<file path="config.mk">
export PLATFORM = sky130hd
export DESIGN_NAME = pllvr_ctrl_flat
export DESIGN_NICKNAME = d
export VERILOG_FILES = /design/src/rtl/pllvr_ctrl_pkg.sv /design/src/rtl/pllvr_ctrl_if.sv /design/src/rtl/pllvr_lock_filt.sv /design/src/rtl/pllvr_ctrl.sv /design/src/flat_wrapper.sv
export SDC_FILE = /design/constraint.sdc
export NUM_CORES = 1
export LEC_CHECK = 0
export BUFFER_PORTS_ARGS = -buffer_cell sky130_fd_sc_hd__buf_2
export CAP_MARGIN = 20
export CORE_UTILIZATION = 36
export DETAILED_ROUTE_END_ITERATION = 16
export PLACE_DENSITY = 0.67
export SYNTH_ARGS = -nofsm -noshare
export SYNTH_HDL_FRONTEND = slang
export SYNTH_SLANG_ARGS = --single-unit
export TNS_END_PERCENT = 30
</file>
<file path="constraint.sdc">
create_clock -name clkin -period 3.4 [get_ports clkin]
set_clock_uncertainty 0.15 [all_clocks]
set_input_delay 0.68 -clock clkin [delete_from_list [all_inputs] [get_ports clkin]]
set_output_delay 0.68 -clock clkin [all_outputs]
set_load 0.02 [all_outputs]
</file>
<file path="src/rtl/pllvr_ctrl_pkg.sv">
// Shared types and helpers for the PLLVR sequencing controller.
`timescale 1ns/1ps
package pllvr_ctrl_pkg;

  // Width of every PLLVR divider code and dynamic select bus.
  localparam int DIV_W = 6;

  // Controller phases: reset hold, lock wait, locked run, retries exhausted.
  typedef enum logic [1:0] {
    HOLD = 2'd0,
    WAIT = 2'd1,
    RUN  = 2'd2,
    FAIL = 2'd3
  } state_e;

  // The PLLVR dynamic select pins take the inverted divider code.
  function automatic logic [DIV_W-1:0] to_dsel(input logic [DIV_W-1:0] code);
    return ~code;
  endfunction

endpackage

</file>
<file path="src/rtl/pllvr_ctrl_if.sv">
// Divider reconfiguration request bus.
// Handshake: the master raises cfg_valid with stable codes and keeps them until
// a clock edge where cfg_valid && cfg_ready are both high; that edge is the
// transfer. The slave may hold cfg_ready low indefinitely; cfg_valid must not
// depend on cfg_ready.
`timescale 1ns/1ps
interface pllvr_ctrl_if;
  import pllvr_ctrl_pkg::*;

  logic             cfg_valid;
  logic             cfg_ready;
  logic [DIV_W-1:0] cfg_idiv;
  logic [DIV_W-1:0] cfg_fbdiv;
  logic [DIV_W-1:0] cfg_odiv;

  modport master (
    output cfg_valid,
    output cfg_idiv,
    output cfg_fbdiv,
    output cfg_odiv,
    input  cfg_ready
  );

  modport slave (
    input  cfg_valid,
    input  cfg_idiv,
    input  cfg_fbdiv,
    input  cfg_odiv,
    output cfg_ready
  );

endinterface

</file>
<file path="src/rtl/pllvr_lock_filt.sv">
// Synchronises the asynchronous PLL LOCK and qualifies it with a saturating
// count of consecutive high samples.
`timescale 1ns/1ps
module pllvr_lock_filt #(
  parameter int LOCK_FILT = 256
) (
  input  logic clk_i,
  input  logic rst_ni,
  input  logic lock_i,
  input  logic clr_i,
  output logic lock_s_o,
  output logic lock_ok_o
);

  localparam int FW = $clog2(LOCK_FILT + 1);
  localparam logic [FW-1:0] FILT_MAX = FW'(LOCK_FILT);

  logic          sync1_q;
  logic          sync2_q;
  logic [FW-1:0] cnt_q;
  logic [FW-1:0] cnt_d;

  // Two-flop synchroniser for the asynchronous lock pin.
  always_ff @(posedge clk_i or negedge rst_ni) begin
    if (!rst_ni) begin
      sync1_q <= 1'b0;
      sync2_q <= 1'b0;
    end else begin
      sync1_q <= lock_i;
      sync2_q <= sync1_q;
    end
  end

  // Stable-count next value: restart on clear or any low sample, else saturate up.
  always_comb begin
    cnt_d = cnt_q;
    if (clr_i || !sync2_q) begin
      cnt_d = '0;
    end else if (cnt_q != FILT_MAX) begin
      cnt_d = cnt_q + FW'(1);
    end
  end

  // Stable-count register.
  always_ff @(posedge clk_i or negedge rst_ni) begin
    if (!rst_ni) begin
      cnt_q <= '0;
    end else begin
      cnt_q <= cnt_d;
    end
  end

  assign lock_s_o  = sync2_q;
  assign lock_ok_o = (cnt_q == FILT_MAX);

endmodule

</file>
<file path="src/rtl/pllvr_ctrl.sv">
// PLLVR reset sequencing, lock supervision with retry, and runtime divider
// reconfiguration. Runs entirely on the reference clock.
`timescale 1ns/1ps
module pllvr_ctrl
  import pllvr_ctrl_pkg::*;
#(
  parameter int IDIV_DEF     = 2,
  parameter int FBDIV_DEF    = 7,
  parameter int ODIV_DEF     = 16,
  parameter int RST_HOLD     = 16,
  parameter int LOCK_FILT    = 256,
  parameter int LOCK_TIMEOUT = 65536,
  parameter int MAX_RETRY    = 3,
  parameter int RETRY_W      = 2
) (
  input  logic               clkin,
  input  logic               reset_n,
  pllvr_ctrl_if.slave        cfg,
  input  logic               pll_lock,
  output logic               pll_reset,
  output logic [DIV_W-1:0]   pll_idsel,
  output logic [DIV_W-1:0]   pll_fbdsel,
  output logic [DIV_W-1:0]   pll_odsel,
  output logic               sys_reset_n,
  output logic               locked,
  output logic               fail,
  output logic [RETRY_W-1:0] retries,
  output state_e             dbg_state
);

  localparam int CNT_MAX = (RST_HOLD > LOCK_TIMEOUT) ? RST_HOLD : LOCK_TIMEOUT;
  localparam int CNT_W   = (CNT_MAX > 1) ? $clog2(CNT_MAX) : 1;
  localparam logic [CNT_W-1:0]   HOLD_LAST = CNT_W'(RST_HOLD - 1);
  localparam logic [CNT_W-1:0]   WAIT_LAST = CNT_W'(LOCK_TIMEOUT - 1);
  localparam logic [RETRY_W-1:0] RETRY_SAT = '1;
  localparam logic [RETRY_W-1:0] RETRY_MAX = RETRY_W'(MAX_RETRY);

  if (MAX_RETRY > (2 ** RETRY_W) - 1) begin : g_retry_range_chk
    $error("pllvr_ctrl: MAX_RETRY does not fit in RETRY_W bits");
  end
  if (RST_HOLD < 1 || LOCK_FILT < 1 || MAX_RETRY < 1) begin : g_param_chk
    $error("pllvr_ctrl: RST_HOLD, LOCK_FILT and MAX_RETRY must be at least 1");
  end

  state_e             state_q;
  logic [CNT_W-1:0]   cnt_q;
  logic               pll_reset_q;
  logic [DIV_W-1:0]   idsel_q;
  logic [DIV_W-1:0]   fbdsel_q;
  logic [DIV_W-1:0]   odsel_q;
  logic               sys_rst_n_q;
  logic               locked_q;
  logic               fail_q;
  logic               cfg_ready_q;
  logic [RETRY_W-1:0] retries_q;
  logic [RETRY_W-1:0] retries_inc_d;

  logic lock_s;
  logic lock_ok;
  logic filt_clr;
  logic cfg_fire;

  // The filter only accumulates inside WAIT, so each attempt starts from zero.
  assign filt_clr = (state_q != WAIT);
  assign cfg_fire = cfg.cfg_valid && cfg_ready_q;

  pllvr_lock_filt #(
    .LOCK_FILT (LOCK_FILT)
  ) u_lock_filt (
    .clk_i     (clkin),
    .rst_ni    (reset_n),
    .lock_i    (pll_lock),
    .clr_i     (filt_clr),
    .lock_s_o  (lock_s),
    .lock_ok_o (lock_ok)
  );

  // Saturating increment of the failed-attempt count.
  always_comb begin
    retries_inc_d = retries_q;
    if (retries_q != RETRY_SAT) begin
      retries_inc_d = retries_q + RETRY_W'(1);
    end
  end

  // Sequencer: all outputs are registered and change with the state.
  always_ff @(posedge clkin or negedge reset_n) begin
    if (!reset_n) begin
      state_q     <= HOLD;
      cnt_q       <= '0;
      pll_reset_q <= 1'b1;
      idsel_q     <= to_dsel(DIV_W'(IDIV_DEF));
      fbdsel_q    <= to_dsel(DIV_W'(FBDIV_DEF));
      odsel_q     <= to_dsel(DIV_W'(ODIV_DEF));
      sys_rst_n_q <= 1'b0;
      locked_q    <= 1'b0;
      fail_q      <= 1'b0;
      cfg_ready_q <= 1'b0;
      retries_q   <= '0;
    end else if (cfg_fire) begin
      // New codes land on the same edge that raises pll_reset, so the PLL
      // never sees a select change while running. Wins over lock loss.
      state_q     <= HOLD;
      cnt_q       <= '0;
      pll_reset_q <= 1'b1;
      idsel_q     <= to_dsel(cfg.cfg_idiv);
      fbdsel_q    <= to_dsel(cfg.cfg_fbdiv);
      odsel_q     <= to_dsel(cfg.cfg_odiv);
      sys_rst_n_q <= 1'b0;
      locked_q    <= 1'b0;
      fail_q      <= 1'b0;
      cfg_ready_q <= 1'b0;
      retries_q   <= '0;
    end else begin
      case (state_q)
        HOLD: begin
          if (cnt_q == HOLD_LAST) begin
            state_q     <= WAIT;
            cnt_q       <= '0;
            pll_reset_q <= 1'b0;
          end else begin
            cnt_q <= cnt_q + CNT_W'(1);
          end
        end
        WAIT: begin
          cnt_q <= cnt_q + CNT_W'(1);
          if (lock_ok) begin
            state_q     <= RUN;
            cnt_q       <= '0;
            retries_q   <= '0;
            locked_q    <= 1'b1;
            cfg_ready_q <= 1'b1;
          end else if (cnt_q == WAIT_LAST) begin
            cnt_q       <= '0;
            pll_reset_q <= 1'b1;
            retries_q   <= retries_inc_d;
            if (retries_inc_d == RETRY_MAX) begin
              state_q     <= FAIL;
              fail_q      <= 1'b1;
              cfg_ready_q <= 1'b1;
            end else begin
              state_q <= HOLD;
            end
          end
        end
        RUN: begin
          if (!lock_s) begin
            state_q     <= HOLD;
            cnt_q       <= '0;
            pll_reset_q <= 1'b1;
            sys_rst_n_q <= 1'b0;
            locked_q    <= 1'b0;
            cfg_ready_q <= 1'b0;
          end else begin
            sys_rst_n_q <= 1'b1;
          end
        end
        default: begin
          // FAIL: parked with the PLL in reset until a new request or reset_n.
          pll_reset_q <= 1'b1;
        end
      endcase
    end
  end

  assign cfg.cfg_ready = cfg_ready_q;
  assign pll_reset     = pll_reset_q;
  assign pll_idsel     = idsel_q;
  assign pll_fbdsel    = fbdsel_q;
  assign pll_odsel     = odsel_q;
  assign sys_reset_n   = sys_rst_n_q;
  assign locked        = locked_q;
  assign fail          = fail_q;
  assign retries       = retries_q;
  assign dbg_state     = state_q;

endmodule

</file>
<file path="src/flat_wrapper.sv">
// flat-port wrapper written by rule: the top's interface ports become plain ports
module pllvr_ctrl_flat import pllvr_ctrl_pkg::*;
#(
  parameter int IDIV_DEF     = 2,
  parameter int FBDIV_DEF    = 7,
  parameter int ODIV_DEF     = 16,
  parameter int RST_HOLD     = 16,
  parameter int LOCK_FILT    = 256,
  parameter int LOCK_TIMEOUT = 65536,
  parameter int MAX_RETRY    = 3,
  parameter int RETRY_W      = 2
)
  (clkin, reset_n, pll_lock, pll_reset, pll_idsel, pll_fbdsel, pll_odsel, sys_reset_n, locked, fail, retries, dbg_state, cfg_cfg_valid, cfg_cfg_idiv, cfg_cfg_fbdiv, cfg_cfg_odiv, cfg_cfg_ready);
  pllvr_ctrl_if cfg_i ();
  input  logic clkin;
  input  logic reset_n;
  input  logic pll_lock;
  output logic pll_reset;
  output logic [DIV_W-1:0] pll_idsel;
  output logic [DIV_W-1:0] pll_fbdsel;
  output logic [DIV_W-1:0] pll_odsel;
  output logic sys_reset_n;
  output logic locked;
  output logic fail;
  output logic [RETRY_W-1:0] retries;
  output state_e dbg_state;
  input wire logic [$bits(cfg_i.cfg_valid)-1:0] cfg_cfg_valid;
  input wire logic [$bits(cfg_i.cfg_idiv)-1:0] cfg_cfg_idiv;
  input wire logic [$bits(cfg_i.cfg_fbdiv)-1:0] cfg_cfg_fbdiv;
  input wire logic [$bits(cfg_i.cfg_odiv)-1:0] cfg_cfg_odiv;
  output wire logic [$bits(cfg_i.cfg_ready)-1:0] cfg_cfg_ready;
  assign cfg_i.cfg_valid = cfg_cfg_valid;
  assign cfg_i.cfg_idiv = cfg_cfg_idiv;
  assign cfg_i.cfg_fbdiv = cfg_cfg_fbdiv;
  assign cfg_i.cfg_odiv = cfg_cfg_odiv;
  assign cfg_cfg_ready = cfg_i.cfg_ready;
  pllvr_ctrl #(.IDIV_DEF(IDIV_DEF), .FBDIV_DEF(FBDIV_DEF), .ODIV_DEF(ODIV_DEF), .RST_HOLD(RST_HOLD), .LOCK_FILT(LOCK_FILT), .LOCK_TIMEOUT(LOCK_TIMEOUT), .MAX_RETRY(MAX_RETRY), .RETRY_W(RETRY_W)) u_core (.clkin(clkin), .reset_n(reset_n), .cfg(cfg_i), .pll_lock(pll_lock), .pll_reset(pll_reset), .pll_idsel(pll_idsel), .pll_fbdsel(pll_fbdsel), .pll_odsel(pll_odsel), .sys_reset_n(sys_reset_n), .locked(locked), .fail(fail), .retries(retries), .dbg_state(dbg_state));
endmodule
</file>
==> flow_summary.html, run 1 <==
<table>
<tr><th>Metric</th><th>Value</th></tr>
<tr><th colspan="2">Clocking</th></tr>
<tr><td>Sinks on the clock net</td><td>between 50 and 60</td></tr>
<tr><td>Root cell of the clock tree</td><td>sky130_fd_sc_hd__clkbuf_8</td></tr>
<tr><td>TritonCTS buffer count</td><td>5</td></tr>
<tr><td>Clock tree from TritonCTS</td><td>built</td></tr>
<tr><td>H-tree lvl count</td><td>2</td></tr>
<tr><td>Number of buffers inserted to repair setup after CTS</td><td>0</td></tr>
<tr><td>Clock-pin transition on the worst setup and hold timing paths</td><td>110 ps</td></tr>
<tr><td>Clock insertion delay at the later pin of the skew report</td><td>about 320 ps</td></tr>
<tr><td>Maximum clock path buffer count</td><td>2</td></tr>
<tr><td>Post-CTS sizing</td><td>0</td></tr>
<tr><td>Hold bufs inserted after CTS</td><td>0</td></tr>
<tr><th colspan="2">Detailed routing</th></tr>
<tr><td>Routed via count divided by cell count</td><td>5.30</td></tr>
<tr><td>Residual DRC count</td><td>0</td></tr>
<tr><td>Total via count after detailed routing</td><td>2299</td></tr>
<tr><td>Wire per inst</td><td>roughly 14 um</td></tr>
<tr><td>1st-pass router iterations</td><td>4</td></tr>
<tr><td>Initial detailed-routing violation count</td><td>190</td></tr>
<tr><td>ANT nets after route</td><td>0</td></tr>
<tr><td>Post-Route WL</td><td>6250 um</td></tr>
<tr><th colspan="2">GRT</th></tr>
<tr><td>Wire length of the first global-routing pass</td><td>around 10000 um</td></tr>
<tr><td>Vias in the first global route</td><td>around 2100</td></tr>
<tr><td>Global-route congestion overflow total</td><td>0</td></tr>
<tr><td>Overall fraction of global-route tracks in use</td><td>17.1%</td></tr>
<tr><td>Initial antenna violation count</td><td>0</td></tr>
<tr><td>Largest net degree at the start of global routing</td><td>37</td></tr>
<tr><th colspan="2">Timing</th></tr>
<tr><td>Count of final max-slew check failures</td><td>0</td></tr>
<tr><td>Final setup violation count</td><td>0</td></tr>
<tr><td>Actual transition at the worst max-transition pin</td><td>720 ps</td></tr>
<tr><td>Endpoints failing hold</td><td>0</td></tr>
<tr><td>Final clock period utilization by the worst path</td><td>83.3%</td></tr>
<tr><td>Unrepaired setup endpoints after global routing</td><td>false</td></tr>
<tr><td>Setup TNS</td><td>0 ps</td></tr>
<tr><td>Final critical delay including setup and external delays</td><td>2830 ps</td></tr>
<tr><td>Max-slew headroom at the worst pin</td><td>51.4%</td></tr>
<tr><td>Maximum clock frequency</td><td>353 MHz</td></tr>
<tr><th colspan="2">Place</th></tr>
<tr><td>Number of input and output port buffers inserted</td><td>48</td></tr>
<tr><td>Gp weighted congestion</td><td>about 0.88</td></tr>
<tr><td>Dpl hpwl</td><td>4570 um</td></tr>
<tr><th colspan="2">Synthesis</th></tr>
<tr><td>Warnings from Yosys</td><td>0</td></tr>
<tr><td>Post-synthesis cell type count</td><td>51</td></tr>
<tr><td>Post-Synthesis Cell Area</td><td>approximately 0.0027 mm^2</td></tr>
<tr><td>Most common library cells after synthesis</td><td>sky130_fd_sc_hd__dfrtp_1, sky130_fd_sc_hd__nand2_1, sky130_fd_sc_hd__o21ai_0, sky130_fd_sc_hd__nor2_1, sky130_fd_sc_hd__nand3_1</td></tr>
<tr><td>Mean instance size in the synthesized netlist</td><td>9.59 um^2</td></tr>
<tr><td>Top FF cell, synth</td><td>sky130_fd_sc_hd__dfrtp_1</td></tr>
<tr><td>Ranking of synthesized cells by area</td><td>sky130_fd_sc_hd__dfrtp_1, sky130_fd_sc_hd__dfstp_2, sky130_fd_sc_hd__nand2_1, sky130_fd_sc_hd__o21ai_0, sky130_fd_sc_hd__ha_1</td></tr>
<tr><td>Most repeated cell in the gate-level netlist after synthesis</td><td>sky130_fd_sc_hd__dfrtp_1</td></tr>
<tr><td>Adder-cell share of the synthesized area</td><td>2.77%</td></tr>
<tr><td>Area leader, netlist</td><td>sky130_fd_sc_hd__dfrtp_1</td></tr>
<tr><td>Largest family of logic cells by synthesized area</td><td>simple AND/OR/NAND/NOR gates</td></tr>
<tr><td>Post-Synthesis Cells</td><td>283</td></tr>
<tr><td>XOR/XNOR Fraction of Synth Area</td><td>roughly 2.9%</td></tr>
<tr><td>Share of async-settable or async-resettable flops after synthesis</td><td>100%</td></tr>
<tr><td>FF+latch count, synth</td><td>between 50 and 60</td></tr>
<tr><td>Share of the synthesized area in the top cell type</td><td>between 30% and 40%</td></tr>
<tr><td>Count of flip-flops with a built-in enable after synthesis</td><td>0</td></tr>
<tr><td>Simple-gate share of the synthesized area</td><td>21.0%</td></tr>
<tr><td>Share of synthesized area occupied by flip-flops and latches</td><td>50.5%</td></tr>
<tr><td>Net count after synthesis</td><td>311</td></tr>
<tr><td>Mux cell area share after synthesis</td><td>less than 1%</td></tr>
<tr><td>Fraction of the mapped netlist area in compound gates</td><td>between 10% and 20%</td></tr>
<tr><th colspan="2">Worst setup path</th></tr>
<tr><td>Worst Setup Path Type</td><td>flop to flop</td></tr>
<tr><td>Sequence of cells on the critical path</td><td>inv_1 -&gt; ha_1 -&gt; or4b_2 -&gt; o211ai_1 -&gt; a21oi_1 -&gt; buf_4 -&gt; o21ai_4 -&gt; o211ai_1</td></tr>
<tr><td>Capturing element type of the critical path</td><td>flop</td></tr>
<tr><td>Maximum fanout along the worst path</td><td>9</td></tr>
<tr><td>CP required</td><td>3430 ps</td></tr>
<tr><td>Largest incremental delay on the critical path</td><td>630 ps</td></tr>
<tr><td>Critical Path Slowest Stage Cell</td><td>sky130_fd_sc_hd__or4b_2</td></tr>
<tr><td>Critical path's most frequent cell</td><td>sky130_fd_sc_hd__o211ai_1</td></tr>
<tr><td>Worst setup SP type</td><td>flop</td></tr>
<tr><td>Critical Path AT</td><td>2870 ps</td></tr>
<tr><th colspan="2">Floorplan</th></tr>
<tr><td>Die W</td><td>88.8 um</td></tr>
<tr><td>Vertical extent of the die</td><td>88.8 um</td></tr>
<tr><td># IOs</td><td>approximately 50</td></tr>
<tr><td>Core Rows</td><td>31</td></tr>
<tr><td>Die area</td><td>0.00789 mm^2</td></tr>
<tr><td>Initial core utilization</td><td>37.4%</td></tr>
<tr><td>Placeable Area</td><td>0.00725 mm^2</td></tr>
<tr><th colspan="2">Power</th></tr>
<tr><td>Total power divided by cell area</td><td>344 mW/mm^2</td></tr>
<tr><td>Overall power of the completed layout</td><td>between 1 and 1.5 mW</td></tr>
<tr><td>Worst IR Drop VDD</td><td>about 0.00024 V</td></tr>
<tr><td>Leakage</td><td>approximately 1.4 nW</td></tr>
<tr><th colspan="2">Final layout</th></tr>
<tr><td>Fraction of final layout cells with drive strength greater than 1</td><td>between 20% and 30%</td></tr>
<tr><td>Relative area change from synthesis to final layout</td><td>18.0%</td></tr>
<tr><td>Fraction of the core area covered by cells at the end of the flow</td><td>between 40 and 50%</td></tr>
<tr><td>Final nets</td><td>between 300 and 400</td></tr>
<tr><td># fillers</td><td>roughly 720</td></tr>
<tr><td>Ant. Diodes</td><td>0</td></tr>
<tr><th colspan="2">Outcome</th></tr>
<tr><td>Run status</td><td>completed</td></tr>
<tr><th colspan="2">Job</th></tr>
<tr><td>Number of maximum-capacitance violations</td><td>0</td></tr>
<tr><th colspan="2">Worst hold path</th></tr>
<tr><td>Worst hold path class</td><td>input port to asynchronous set/reset pin</td></tr>
</table>
==> flip-flops by register name (all words and copies together), names as in the netlist <==
| signal | flops |
|---|---|
| u_core.cfg.cfg_ready | 1 |
| u_core.cnt_q | 16 |
| u_core.dbg_state | 2 |
| u_core.fail | 1 |
| u_core.locked | 1 |
| u_core.pll_fbdsel | 6 |
| u_core.pll_idsel | 6 |
| u_core.pll_odsel | 6 |
| u_core.pll_reset | 1 |
| u_core.retries | 2 |
| u_core.sys_reset_n | 1 |
| u_core.u_lock_filt.cnt_q | 9 |
| u_core.u_lock_filt.lock_s_o | 1 |
| u_core.u_lock_filt.sync1_q | 1 |
==> layout make-up <==
cell class	count	area [um^2]	share of cell area, %
flip-flops and latches	54	1370	42.8
multi-input cells	206	1260	39.2
repair buffers	55	305	9.53
well taps	99	124	3.87
clock buffers	6	82.6	2.58
inverters	12	45.0	1.41
clock inverters	2	20.0	0.625
==> power by group <==
| part | switching [mW] | leakage (nW) | internal, mW |
|---|---|---|---|
| sequential | 0.00440 | 0.656 | 0.647 |
| clock | 0.235 | 0.0537 | 0.174 |
| combinational | 0.0230 | 0.667 | 0.0181 |
| total | 0.263 | 1.38 | 0.839 |
==> final timing paths <==
| check | startpoint | slack [ps] | to | depth (start not counted) |
|---|---|---|---|---|
| hold reg to reg | u_core.u_lock_filt.sync1_q | 230 | u_core.u_lock_filt.lock_s_o | 0 |
| max in group asynchronous | reset_n | 2300 | u_core.pll_fbdsel[5] | 2 |
| setup reg to reg | u_core.u_lock_filt.cnt_q[0] | 570 | u_core.cnt_q[2] | 8 |
| min in group clkin | u_core.u_lock_filt.sync1_q | 230 | u_core.u_lock_filt.lock_s_o | 0 |
| setup / recovery | u_core.u_lock_filt.cnt_q[0] | 570 | u_core.cnt_q[2] | 8 |
| hold / removal | reset_n | 190 | u_core.cnt_q[11] | 1 |
==> metal layers <==
metal,wire (um),vias to the layer above,global-route usage [%]
li1,-,1141,-
met1,3090,1095,24.2
met2,2820,58,26.8
met3,274,5,2.71
met4,73,0,5.43
met5,0,-,0
==> kinds of logic after synthesis <==
group,count (synthesis)
buf+inv,23
mux,1
fa+ha+maj,6
xor+xnor,9
simple gates,114
flops,54
compound gates,76
==> worst max-delay path: cells and delay by family (launching register included) <==
family,cells,cell delay [ps]
fa+ha+maj,1,150
compound gates,4,1020
buf+inv,2,340
flops,1,410
simple gates,1,630
==> layout by cell type, fill, tap and decap left out, types with 6 or more instances in the layout <==
cell type                  count
sky130_fd_sc_hd__a21oi_1      10
sky130_fd_sc_hd__buf_2        48
sky130_fd_sc_hd__buf_4         6
sky130_fd_sc_hd__clkbuf_8      6
sky130_fd_sc_hd__dfrtp_1      40
sky130_fd_sc_hd__dfstp_2      14
sky130_fd_sc_hd__ha_1          6
sky130_fd_sc_hd__inv_1        12
sky130_fd_sc_hd__nand2_1      38
sky130_fd_sc_hd__nand3_1      15
sky130_fd_sc_hd__nand4_1       6
sky130_fd_sc_hd__nor2_1       19
sky130_fd_sc_hd__nor3_1        6
sky130_fd_sc_hd__o21ai_0      25
sky130_fd_sc_hd__o311ai_1      6
sky130_fd_sc_hd__xnor2_1       7
==> through the flow <==
stage	hold WS (ps)	area [um^2]	instances	setup slack, ps
2_1_floorplan	181	2710	283	939
3_3_place_gp	182	3070	424	710
3_5_place_dp	224	3090	425	589
4_1_cts	214	3190	433	583
5_1_grt	239	3200	434	409
6_report	188	3200	434	569
Note: power is estimated with default switching activity, not from simulation.
==> inputs of run 2 (changes only) <==
==> constraint.sdc (replaced) <==
create_clock -name clkin -period 2.9 [get_ports clkin]
set_clock_uncertainty 0.15 [all_clocks]
set_input_delay 0.58 -clock clkin [delete_from_list [all_inputs] [get_ports clkin]]
set_output_delay 0.58 -clock clkin [all_outputs]
set_load 0.02 [all_outputs]
==> run 2 against run 1 <==
Total power increased by 12%. Fmax increased by 6.2%. Via count up 0.83%. Hold slack worse by 92 ps. Flip-flop and latch count unchanged. Design area fell by 0.16%. Wire length fell by 3.1%. Critical path type unchanged. Sequential power rose by 17%. Register-to-register slack lost 330 ps. Core utilization shrank 0.069 points.
==> flow_summary.html, run 2 (synthesis gave the netlist of run 1 again) <==
<table>
<tr><th>Metric</th><th>Value</th></tr>
<tr><th colspan="2">Clocking</th></tr>
<tr><td>Post-CTS sizing</td><td>0 (unchanged)</td></tr>
<tr><td>Clock tree from TritonCTS</td><td>built (unchanged)</td></tr>
<tr><td>Maximum clock path buffer count</td><td>2 (unchanged)</td></tr>
<tr><td>TritonCTS buffer count</td><td>5 (unchanged)</td></tr>
<tr><td>Number of buffers inserted to repair setup after CTS</td><td>0 (unchanged)</td></tr>
<tr><td>Clock-pin transition on the worst setup and hold timing paths</td><td>100 ps (was 110 ps)</td></tr>
<tr><td>Sinks on the clock net</td><td>54 (unchanged)</td></tr>
<tr><td>Root cell of the clock tree</td><td>sky130_fd_sc_hd__clkbuf_8 (unchanged)</td></tr>
<tr><td>Hold bufs inserted after CTS</td><td>0 (unchanged)</td></tr>
<tr><td>H-tree lvl count</td><td>2 (unchanged)</td></tr>
<tr><td>Clock insertion delay at the later pin of the skew report</td><td>320 ps (about the same)</td></tr>
<tr><th colspan="2">Worst setup path</th></tr>
<tr><td>Start point of the critical path</td><td>u_core.cnt_q[12] (was u_core.u_lock_filt.cnt_q[0])</td></tr>
<tr><td>Worst Setup Path Type</td><td>flop to flop (unchanged)</td></tr>
<tr><td>Length in cells of the worst reg-to-reg path</td><td>5 (was 8)</td></tr>
<tr><td>Capturing point of the worst reg2reg path</td><td>u_core.cnt_q[14] (was u_core.cnt_q[2])</td></tr>
<tr><td>CP required</td><td>2940 ps (was 3430 ps)</td></tr>
<tr><td>Critical Path AT</td><td>2700 ps (was 2870 ps)</td></tr>
<tr><td>Worst reg-to-reg setup slack</td><td>240 ps (was 570 ps)</td></tr>
<tr><td>Worst reg2reg startpoint</td><td>u_core.cnt_q[12] (was u_core.u_lock_filt.cnt_q[0])</td></tr>
<tr><td>Worst setup SP type</td><td>flop (unchanged)</td></tr>
<tr><td>Capturing element type of the critical path</td><td>flop (unchanged)</td></tr>
<tr><td>Worst setup path endpoint</td><td>u_core.cnt_q[14] (was u_core.cnt_q[2])</td></tr>
<tr><td>Maximum fanout along the worst path</td><td>9 (unchanged)</td></tr>
<tr><th colspan="2">Final layout</th></tr>
<tr><td>Most common library cell in the layout ignoring fill and taps</td><td>sky130_fd_sc_hd__buf_2 (unchanged)</td></tr>
<tr><td>Relative area change from synthesis to final layout</td><td>17.9% (was 18.0%)</td></tr>
<tr><td>Fraction of final layout cells with drive strength greater than 1</td><td>26.5% (was 26.3%)</td></tr>
<tr><td>Largest registers ranked by flip-flop count</td><td>u_core.cnt_q: 16 flops, u_core.u_lock_filt.cnt_q: 9 flops (unchanged)</td></tr>
<tr><td>Ant. Diodes</td><td>0 (unchanged)</td></tr>
<tr><td>Largest register FFs</td><td>16 (unchanged)</td></tr>
<tr><td>Final nets</td><td>363 (was 362)</td></tr>
<tr><td>Finished layout cell area</td><td>0.00320 mm^2 (about the same)</td></tr>
<tr><td>Non-filler instance count after layout</td><td>435 (was 434)</td></tr>
<tr><td>Commonest cells after routing, fill and taps aside</td><td>sky130_fd_sc_hd__buf_2, sky130_fd_sc_hd__dfrtp_1, sky130_fd_sc_hd__nand2_1 (unchanged)</td></tr>
<tr><td>Largest register by flop count</td><td>u_core.cnt_q (unchanged)</td></tr>
<tr><th colspan="2">Detailed routing</th></tr>
<tr><td>Total via count after detailed routing</td><td>2318 (was 2299)</td></tr>
<tr><td>Wire per inst</td><td>13.9 um (was 14.4 um)</td></tr>
<tr><td>Residual DRC count</td><td>0 (unchanged)</td></tr>
<tr><td>ANT nets after route</td><td>0 (unchanged)</td></tr>
<tr><td>1st-pass router iterations</td><td>4 (unchanged)</td></tr>
<tr><td>Routed via count divided by cell count</td><td>5.33 (was 5.30)</td></tr>
<tr><td>Post-Route WL</td><td>6060 um (was 6250 um)</td></tr>
<tr><td>Initial detailed-routing violation count</td><td>138 (was 190)</td></tr>
<tr><th colspan="2">Timing</th></tr>
<tr><td>Setup TNS</td><td>0 ps (unchanged)</td></tr>
<tr><td>Endpoints failing hold</td><td>0 (unchanged)</td></tr>
<tr><td>Max-slew headroom at the worst pin</td><td>56.6% (was 51.4%)</td></tr>
<tr><td>Final clock period utilization by the worst path</td><td>91.9% (was 83.3%)</td></tr>
<tr><td>Actual transition at the worst max-transition pin</td><td>651 ps (was 720 ps)</td></tr>
<tr><td>Final setup violation count</td><td>0 (unchanged)</td></tr>
<tr><td>Unrepaired setup endpoints after global routing</td><td>false (unchanged)</td></tr>
<tr><td>Worst Setup Slack, final</td><td>235 ps (was 569 ps)</td></tr>
<tr><td>Maximum clock frequency</td><td>375 MHz (was 353 MHz)</td></tr>
<tr><td>Count of final max-slew check failures</td><td>0 (unchanged)</td></tr>
<tr><td>Final critical delay including setup and external delays</td><td>2660 ps (was 2830 ps)</td></tr>
<tr><th colspan="2">Job</th></tr>
<tr><td>Number of maximum-capacitance violations</td><td>0 (unchanged)</td></tr>
<tr><th colspan="2">Place</th></tr>
<tr><td>Gp weighted congestion</td><td>0.929 (was 0.882)</td></tr>
<tr><td>Post-Place Worst Slack</td><td>182 ps (was 589 ps)</td></tr>
<tr><td>Placed cell count</td><td>427 (was 425)</td></tr>
<tr><td>Number of input and output port buffers inserted</td><td>48 (unchanged)</td></tr>
<tr><td>Placed inst area</td><td>0.00311 mm^2 (was 0.00309 mm^2)</td></tr>
<tr><td>Dpl hpwl</td><td>4450 um (was 4570 um)</td></tr>
<tr><th colspan="2">Outcome</th></tr>
<tr><td>Run status</td><td>completed (unchanged)</td></tr>
<tr><th colspan="2">Power</th></tr>
<tr><td>Leakage</td><td>1.37 nW (was 1.38 nW)</td></tr>
<tr><td>Total power divided by cell area</td><td>385 mW/mm^2 (was 344 mW/mm^2)</td></tr>
<tr><td>Worst IR Drop VDD</td><td>0.000227 V (was 0.000236 V)</td></tr>
<tr><td>Overall power of the completed layout</td><td>1.23 mW (was 1.10 mW)</td></tr>
<tr><th colspan="2">Floorplan</th></tr>
<tr><td>Core Rows</td><td>31 (unchanged)</td></tr>
<tr><td># IOs</td><td>49 (unchanged)</td></tr>
<tr><td>Initial core utilization</td><td>37.4% (unchanged)</td></tr>
<tr><td>Placeable Area</td><td>0.00725 mm^2 (unchanged)</td></tr>
<tr><td>Die area</td><td>0.00789 mm^2 (unchanged)</td></tr>
<tr><td>Vertical extent of the die</td><td>88.8 um (unchanged)</td></tr>
<tr><td>Die W</td><td>88.8 um (unchanged)</td></tr>
<tr><th colspan="2">GRT</th></tr>
<tr><td>Global routing met1 resource utilization</td><td>23.5% (was 24.2%)</td></tr>
<tr><td>Largest net degree at the start of global routing</td><td>37 (unchanged)</td></tr>
<tr><td>Met3 Usage GRT</td><td>2.71% (unchanged)</td></tr>
<tr><td>Overall fraction of global-route tracks in use</td><td>17.0% (was 17.1%)</td></tr>
<tr><td>Initial antenna violation count</td><td>0 (unchanged)</td></tr>
<tr><td>Vias in the first global route</td><td>2151 (was 2122)</td></tr>
<tr><td>Wire length of the first global-routing pass</td><td>10300 um (unchanged)</td></tr>
<tr><td>Global-route congestion overflow total</td><td>0 (unchanged)</td></tr>
<tr><td>Most Crowded Layer GR</td><td>met2 (unchanged)</td></tr>
<tr><td>Met2 demand-to-capacity share in global routing</td><td>27.1% (was 26.8%)</td></tr>
<tr><th colspan="2">Worst hold path</th></tr>
<tr><td>Worst hold path class</td><td>input port to asynchronous set/reset pin (unchanged)</td></tr>
</table>
-- run 2: cell types whose count changed in the layout (fill, tap and decap cells not counted) --
cell	change
sky130_fd_sc_hd__a21oi_1	-1
sky130_fd_sc_hd__a21oi_2	+1
sky130_fd_sc_hd__buf_4	+1
sky130_fd_sc_hd__clkbuf_1	+1
sky130_fd_sc_hd__clkbuf_8	-1
sky130_fd_sc_hd__clkinv_2	+1
sky130_fd_sc_hd__clkinv_4	+1
sky130_fd_sc_hd__inv_6	-1
sky130_fd_sc_hd__inv_8	-1
-- run 2: area by class of cell --
type	count	area, um^2
timing repair buffer	56	313
clock buffer	6	72.6
sequential	54	1370
inverter	12	45.0
multi-input combinational	206	1260
clock inverter	2	13.8
tap	99	124
fill	736	4060
-- run 2: how the worst min path moves through the flow --
| stage | start | slack (ps) | to |
|---|---|---|---|
| after global routing | reset_n | 140 | u_core.cnt_q[4] |
| after floorplan | reset_n | 130 | u_core.cfg.cfg_ready |
| after detailed placement | u_core.u_lock_filt.sync1_q | 190 | u_core.u_lock_filt.lock_s_o |
| after CTS | reset_n | 110 | u_core.pll_fbdsel[1] |
| after global placement | u_core.u_lock_filt.sync1_q | 180 | u_core.u_lock_filt.lock_s_o |
| final | reset_n | 100 | u_core.cnt_q[1] |
-- run 2: metal layers --
| layer | part of all wire (%) | wire (um) | vias to the layer above |
|---|---|---|---|
| met4 | 1.8 | 107 | 0 |
| met1 | 47 | 2840 | 1118 |
| met2 | 47 | 2880 | 53 |
| met3 | 3.8 | 230 | 8 |
| met5 | 0 | 0 | - |
| li1 | - | - | 1139 |
-- run 2: worst max-delay path: stages (launching register included) --
cell and delay, ps:
sky130_fd_sc_hd__dfrtp_1 440, sky130_fd_sc_hd__or4_1 570, sky130_fd_sc_hd__or4_4 590, sky130_fd_sc_hd__and2_1 310, sky130_fd_sc_hd__o21ai_4 330, sky130_fd_sc_hd__o311ai_1 150
-- run 2: stage by stage --
| step | utilization [%] | hold slack, ps |
|---|---|---|
| after floorplan | - | 134 |
| after global placement | 42.8 | 184 |
| after detailed placement | 42.8 | 187 |
| after CTS | 44.0 | 109 |
| after global routing | 44.1 | 139 |
| final | 44.1 | 96.1 |
-- run 2: power breakdown --
part / internal (mW) / leakage, nW / switching, mW
combinational: 0.0194 / 0.672 / 0.0264
clock: 0.171 / 0.0452 / 0.250
sequential: 0.758 / 0.656 / 0.00473
